File: config.mk
export PLATFORM = sky130hd
export DESIGN_NAME = fft_dac
export DESIGN_NICKNAME = d
export VERILOG_FILES = /design/src/rtl/fft_dac.sv
export SDC_FILE = /design/constraint.sdc
export NUM_CORES = 1
export LEC_CHECK = 0
export CORE_ASPECT_RATIO = 1.2
export CORE_MARGIN = 2
export CORE_UTILIZATION = 35
export DETAILED_ROUTE_END_ITERATION = 10
export PLACE_DENSITY = 0.66
export SYNTH_ARGS = -nofsm -noshare
export SYNTH_HDL_FRONTEND = slang
export SYNTH_SLANG_ARGS = --single-unit
File: constraint.sdc
create_clock -name iCLK -period 1.9 [get_ports iCLK]
set_input_delay 0.19 -clock iCLK [delete_from_list [all_inputs] [get_ports iCLK]]
set_output_delay 0.19 -clock iCLK [all_outputs]
set_load 0.005 [all_outputs]
File: src/rtl/fft_dac.sv
// Serial writer for the AD5683 DAC: frames {CMD, code, 4'b0} as 24 bits MSB first,
// with SCLK idling high and data changing only on SCLK rising edges.
module fft_dac #(
    parameter int         SCL_HALF = 2,
    parameter logic [3:0] CMD      = 4'b0011
) (
    input  logic        iCLK,
    input  logic        iRESET,
    input  logic        iEN,
    input  logic [15:0] iDATA,
    output logic        oDAC_DATA,
    output logic        oDAC_CS,
    output logic        oDAC_CLK
);
    localparam int CW = (SCL_HALF > 1) ? $clog2(SCL_HALF) : 1;
    localparam logic [CW-1:0] HALF_LAST = CW'(SCL_HALF - 1);

    typedef enum logic [1:0] {IDLE, SHIFT_H, SHIFT_L, END} state_t;

    state_t        state, state_nxt;
    logic [CW-1:0] cnt, cnt_nxt;
    logic [4:0]    bit_cnt, bit_nxt;
    logic [23:0]   sr, sr_nxt;
    logic          cs, cs_nxt, sclk, sclk_nxt, sdo, sdo_nxt;
    logic [23:0]   frame;
    logic          half_done;

    assign frame     = {CMD, iDATA, 4'b0000};
    assign half_done = (cnt == HALF_LAST);

    always_ff @(posedge iCLK) begin
        if (iRESET) begin
            state   <= IDLE;
            cnt     <= '0;
            bit_cnt <= '0;
            sr      <= '0;
            cs      <= 1'b1;
            sclk    <= 1'b1;
            sdo     <= 1'b0;
        end else begin
            state   <= state_nxt;
            cnt     <= cnt_nxt;
            bit_cnt <= bit_nxt;
            sr      <= sr_nxt;
            cs      <= cs_nxt;
            sclk    <= sclk_nxt;
            sdo     <= sdo_nxt;
        end
    end

    // sr holds the bits still to be sent; the bit on the wire lives in sdo.
    always_comb begin
        state_nxt = state;
        cnt_nxt   = cnt;
        bit_nxt   = bit_cnt;
        sr_nxt    = sr;
        cs_nxt    = cs;
        sclk_nxt  = sclk;
        sdo_nxt   = sdo;
        case (state)
            IDLE: begin
                if (iEN) begin
                    sr_nxt    = {frame[22:0], 1'b0};
                    sdo_nxt   = frame[23];
                    cs_nxt    = 1'b0;
                    sclk_nxt  = 1'b1;
                    cnt_nxt   = '0;
                    bit_nxt   = '0;
                    state_nxt = SHIFT_H;
                end
            end
            SHIFT_H: begin
                if (half_done) begin
                    cnt_nxt   = '0;
                    sclk_nxt  = 1'b0;
                    state_nxt = SHIFT_L;
                end else begin
                    cnt_nxt = cnt + 1'b1;
                end
            end
            SHIFT_L: begin
                if (half_done) begin
                    cnt_nxt  = '0;
                    sclk_nxt = 1'b1;
                    if (bit_cnt == 5'd23) begin
                        state_nxt = END;
                    end else begin
                        bit_nxt   = bit_cnt + 5'd1;
                        sdo_nxt   = sr[23];
                        sr_nxt    = {sr[22:0], 1'b0};
                        state_nxt = SHIFT_H;
                    end
                end else begin
                    cnt_nxt = cnt + 1'b1;
                end
            end
            END: begin
                if (half_done) begin
                    cnt_nxt   = '0;
                    cs_nxt    = 1'b1;
                    sdo_nxt   = 1'b0;
                    state_nxt = IDLE;
                end else begin
                    cnt_nxt = cnt + 1'b1;
                end
            end
            default: state_nxt = IDLE;
        endcase
    end

    assign oDAC_DATA = sdo;
    assign oDAC_CS   = cs;
    assign oDAC_CLK  = sclk;
endmodule

==> impl_metrics.toml, run 1 <==
[run_status]
outcome = "complete, no violations"

[final_layout]
final_util_pct = 45.0
final_cell_mix = "30 x dfxtp_1, 21 x clkdlybuf4s50_1, 19 x nor2_1, 18 x inv_1, 15 x mux2_2"
seq_area_um2 = 601
final_nets = 219
layout_commonest_cell = "dfxtp_1"
multi_input_area_um2 = 890
final_cells = 258
antennaDiodeCount = 0
drive_gt1_share_pct = 26.5
n_fill_cell = 485
synthToLayoutAreaGrowth_pct = 25.0

[synthesis]
syn_area_um2 = 1630
syn_avg_cell_area_um2 = 9.53
ys_seq_elements = 30
postSynthNetCount = 191
ys_warn_count = 0
yosysUniqueCellTypes = 42
synthCells = 171
synth-seq-area-share_pct = 36.9

[floorplan]
coreArea_um2 = 4530
die_w_um = 66.3
die-area_um2 = 5220
num_rows = 27
initial_core_util_pct = 36.0
pin_count = 22
die_y_um = 78.7

[cts]
clk_path_buf_depth = 2
cts_sinks = 30
htree_levels = 2
path_clk_slew_ns = 0.06
clock-root-buffer = "clkbuf_8"
cts_hold_buffers = 0
clkLatencyLatePin_ns = 0.28
cts_tree = "built"
cts-buffers-inserted = 5

[pwr]
internal-power_uw = 1120
p_comb_share_pct = 19.4
p_sw_uw = 405
ir_drop_uv = 450
sw_frac_of_total_pct = 26.6
p_leak_uw = 0.000760
seq_power_share_pct = 45.8
powerDensity_nw_per_um2 = 749
p_clk_share_pct = 34.8

[place]
place_ws_ns = 0.0162
routabilityCongestion = 0.901
hpwlAfterDp_um = 2340
portBuffers = 21
dp_cells = 246

[timing]
rsz0062_at_grt = "no"
clock.fmax_mhz = 604
holdWs_ns = 0.455
skew_ns = 0.00470
finalWorstSetupSlack_ns = 0.244
setup_viol = 0
finalSetupTns_ns = 0
period_needed_ns = 1.66
finalHoldViolations = 0
finalMaxSlewViolations = 0
fin_crit_sh_pct = 87.2
maxSlewHeadroom_pct = 57.1
worst_pin_slew_ns = 0.640

[critical_path]
crit_path_end_kind = "register"
worstRegToRegCells = 5
crit_start = "bit_cnt[0]"
r2r-end = "oDAC_DATA"
crit_fanout = 4
cp-endpoint = "oDAC_DATA"
cp-start-kind = "register"
critPathRequiredTime_ns = 2.11
reg2reg_from = "bit_cnt[0]"
crit_arrival_ns = 1.87
r2r_slack_ns = 0.24
critPathKind = "register to register"

[drt]
num_vias = 1324
drtIter0Drc = 35
route.antenna.remaining_nets = 0
routed_wl_um = 3310
wl_per_cell_um = 12.8
dr.pass1.iters = 4
drc = 0
vias_per_cell = 5.13

[global_route]
grt_overflow = 0
grt_use_total_pct = 14.3
grt_max_degree = 18
grt_pass1_wl_um = 5750
grt_pass1_vias = 1270
antenna_found_initial = 0

[worst_hold_path]
hp-class = "register to register"

[job]
drv_cap = 0
-- timing repair --
item                                    CTS  global route
endpoints found under the hold margin     0             0
endpoints found under the setup margin    0            16
setup buffers                             0             4
resized for setup                         0             1
-- routing by layer --
layer	routed length, µm	GRT usage (%)	up-vias	part of all wire, %
li1	-	-	678	-
met1	1500	17.0	621	45
met2	1630	23.4	18	49
met3	119	4.39	7	3.6
met4	65	6.53	0	2.0
met5	0	0	-	0
-- final cells by class --
class | count | share of cell area (%)
timing repair buffer | 34 | 15.1
clock inverter | 1 | 0.246
sequential | 30 | 29.5
multi-input combinational | 108 | 43.7
clock buffer | 7 | 4.24
inverter | 20 | 3.69
tap | 58 | 3.56
-- cell usage after synthesis --
library cell,number,area (µm²)
buf_2,6,30.0
dfxtp_1,30,601
mux2_4,1,15.0
a211oi_1,1,7.51
o21bai_1,2,15.0
inv_1,18,67.6
nand2_1,2,7.51
inv_2,2,7.51
o211ai_4,1,21.3
nand4_1,1,6.26
or2_1,1,6.26
buf_4,2,15.0
a21oi_1,5,25.0
nand3b_1,1,7.51
and4b_1,1,10.0
o211ai_2,1,12.5
a211oi_2,1,12.5
nand2b_1,8,50.1
nand4b_1,1,8.76
and2b_1,1,7.51
mux2_2,15,169
or4_1,2,15.0
a221oi_2,10,150
clkbuf_1,3,11.3
mux2i_1,4,40.0
or4b_1,1,10.0
a311oi_1,1,8.76
buf_1,1,3.75
nor2b_1,2,12.5
or4b_4,1,13.8
o211ai_1,1,7.51
o32ai_1,2,17.5
a31oi_1,2,12.5
nor2_1,19,71.3
o22ai_1,1,6.26
o21ai_2,1,8.76
buf_6,1,11.3
nand3_1,4,20.0
o21ai_1,4,20.0
ha_1,1,12.5
or3_1,2,12.5
a221oi_1,7,61.3
-- registers in the layout, indices dropped and copies added, names as in the netlist --
| register | count |
|---|---|
| sr | 19 |
| state | 2 |
| bit_cnt | 5 |
| oDAC_CS | 1 |
| oDAC_DATA | 1 |
| cnt | 1 |
| oDAC_CLK | 1 |
-- critical path: stages (launching register included) --
cell,delay (ns)
dfxtp_1,0.33
ha_1,0.21
and4b_1,0.24
buf_4,0.16
or4b_4,0.51
o211ai_2,0.14
-- per-stage QoR --
stage          instance area [µm²]  power, µW
6_report                      2040       1520
5_1_grt                       2040       1610
4_1_cts                       2000       1540
3_5_place_dp                  1910        997
3_3_place_gp                  1910        995
2_1_floorplan                 1630        908
-- power groups by stage --
stage               Sequential, µW  Clock, µW  Combinational [µW]
CTS                            698        555                 286
detailed placement             712          0                 285
finish                         698        531                 296
global route                   704        579                 327
global placement               712          0                 284
floorplan                      708          0                 201
-- cell families after synthesis --
kind of cell | after synthesis | synth area share, %
buffers and inverters | 33 | 8.99
and+or+nand+nor | 47 | 15.9
DFF | 30 | 36.9
adders and majority gates | 1 | 0.768
muxes | 20 | 13.7
AOI/OAI and AO/OA | 40 | 23.7
-- how the worst min path moves through the flow --
stage          startpoint     end  slack, ns  cells after the start
2_1_floorplan         iEN     cnt       0.36                      2
3_3_place_gp       sr[19]  sr[19]       0.44                      2
3_5_place_dp       sr[19]  sr[19]       0.45                      2
4_1_cts            sr[19]  sr[19]       0.46                      2
5_1_grt            sr[20]  sr[20]       0.48                      2
6_report           sr[19]  sr[19]       0.46                      2
Power figures use the tool's default switching activity.
==> inputs of run 2 (changes only) <==
--- a/config.mk
+++ b/config.mk
@@ -9,7 +9,7 @@
 export CORE_MARGIN = 2
 export CORE_UTILIZATION = 35
 export DETAILED_ROUTE_END_ITERATION = 10
-export PLACE_DENSITY = 0.66
+export PLACE_DENSITY = 0.58
 export SYNTH_ARGS = -nofsm -noshare
 export SYNTH_HDL_FRONTEND = slang
 export SYNTH_SLANG_ARGS = --single-unit
==> run 2 against run 1 <==
  * Fmax shrank 5.7%
  * Power rose by 5.1%
  * Register-to-register slack got worse by 0.099 ns
  * Routed wire length is 9.5% higher
  * Critical path depth stayed put
  * Combinational power up 1%
  * Critical path type unchanged
  * Via count up 4.6%
  * Largest power group unchanged
  * Global-route usage increased by 1.4 points
  * Hold slack improved by 0.0030 ns
==> impl_metrics.toml, run 2 (same netlist as run 1, synthesis figures left out) <==
[run_status]
outcome = "complete, no violations"

[timing]
finalMaxSlewViolations = 0
finalWorstSetupSlack_ns = 0.145
period_needed_ns = 1.76
maxSlewHeadroom_pct = 58.3
setup_viol = 0
skew_ns = 0.00283
clock.fmax_mhz = 570
rsz0062_at_grt = "no"
fin_crit_sh_pct = 92.4
finalSetupTns_ns = 0
worst_pin_slew_ns = 0.624
finalHoldViolations = 0
holdWs_ns = 0.458

[drt]
wl_per_cell_um = 14.0
vias_per_cell = 5.35
drtIter0Drc = 80
drc = 0
dr.pass1.iters = 7
num_vias = 1385
route.antenna.remaining_nets = 0
routed_wl_um = 3620

[pwr]
ir_drop_uv = 415
p_sw_uw = 410
powerDensity_nw_per_um2 = 777
p_comb_share_pct = 18.7
p_clk_share_pct = 37.6
internal-power_uw = 1190
seq_power_share_pct = 43.7
sw_frac_of_total_pct = 25.6
p_leak_uw = 0.000773

[final_layout]
final_util_pct = 45.6
largest-register = "sr"
reg.largest.list = "sr: 19 flops, bit_cnt: 5 flops, state: 2 flops"
final_cell_mix = "30 x dfxtp_1, 21 x clkdlybuf4s50_1, 19 x nor2_1, 18 x inv_1, 15 x mux2_2"
antennaDiodeCount = 0
layout_commonest_cell = "dfxtp_1"
synthToLayoutAreaGrowth_pct = 26.7
largest_register_ffs = 19
final_cells = 259
final_nets = 220
drive_gt1_share_pct = 27.4

[critical_path]
cp-start-kind = "register"
crit_path_end_kind = "register"
cp_cell_sequence = "ha_1 -> and4b_1 -> buf_4 -> a211oi_2 -> mux2i_1"
crit_fanout = 5
cp_slowest_cell = "a211oi_2"
critPathRequiredTime_ns = 2.10
cp_slowest_stage_delay_ns = 0.41
critPathKind = "register to register"
crit_arrival_ns = 1.96

[global_route]
grt_use_total_pct = 15.7
grt_overflow = 0
grt_pass1_wl_um = 6330
antenna_found_initial = 0
grt_pass1_vias = 1424
grt_max_degree = 18

[place]
place_ws_ns = -0.0444
hpwlAfterDp_um = 2620
routabilityCongestion = 0.779
portBuffers = 21
dp_cells = 249

[worst_hold_path]
hp-class = "register to register"

[cts]
path_clk_slew_ns = 0.06
cts_hold_buffers = 0
htree_levels = 2
clock-root-buffer = "clkbuf_8"
cts_sinks = 30
clkLatencyLatePin_ns = 0.28
clk_path_buf_depth = 2
cts-buffers-inserted = 5
cts_tree = "built"

[job]
drv_cap = 0

[floorplan]
die-area_um2 = 5220
die_w_um = 66.3
coreArea_um2 = 4530
initial_core_util_pct = 36.0
pin_count = 22
num_rows = 27
die_y_um = 78.7
==> run 2: worst paths after layout <==
kind	slack [ns]	endpoint	depth (start not counted)	startpoint
min	0.46	sr[13]	2	sr[13]
max	0.14	bit_cnt[1]	5	bit_cnt[0]
max reg2reg	0.14	bit_cnt[1]	5	bit_cnt[0]
min reg2reg	0.46	sr[13]	2	sr[13]
==> run 2: per-layer routing <==
layer | part of all wire, % | global-route usage (%)
met1 | 40 | 16.8
met4 | 2.9 | 8.37
met3 | 4.6 | 4.11
met5 | 0 | 0
met2 | 53 | 27.8
==> run 2: stage by stage <==
stage | area (µm²) | power [µW]
after CTS | 2050 | 1610
after detailed placement | 1930 | 1010
after global routing | 2060 | 1680
final | 2060 | 1600
after global placement | 1930 | 994
after floorplan | 1630 | 908
==> run 2: critical path, delay by kind of cell (launching register included) <==
kind	cells	cell delay, ns
AOI/OAI and AO/OA	1	0.41
adders and majority gates	1	0.26
buffers and inverters	1	0.16
DFF	1	0.33
muxes	1	0.25
and+or+nand+nor	1	0.26
==> run 2: power groups by stage <==
stage	sequential (µW)	combinational, µW	clock, µW
final	700	300	602
after global routing	705	329	646
after CTS	700	296	619
after detailed placement	714	294	0
after global placement	711	283	0
after floorplan	708	201	0
==> run 2: layout make-up <==
class                           count  area (µm²)
Multi-Input combinational cell    108         890
Inverter                           20        75.1
Fill cell                         442        2460
Timing Repair Buffer               35         315
Sequential cell                    30         601
Clock buffer                        8         110
Tap cell                           58        72.6
==> run 2: timing repair <==
action,4_1_cts,5_1_grt
setup buffers,0,2
pin swaps,0,1
resized for setup,1,0
endpoints found under the setup margin,7,7
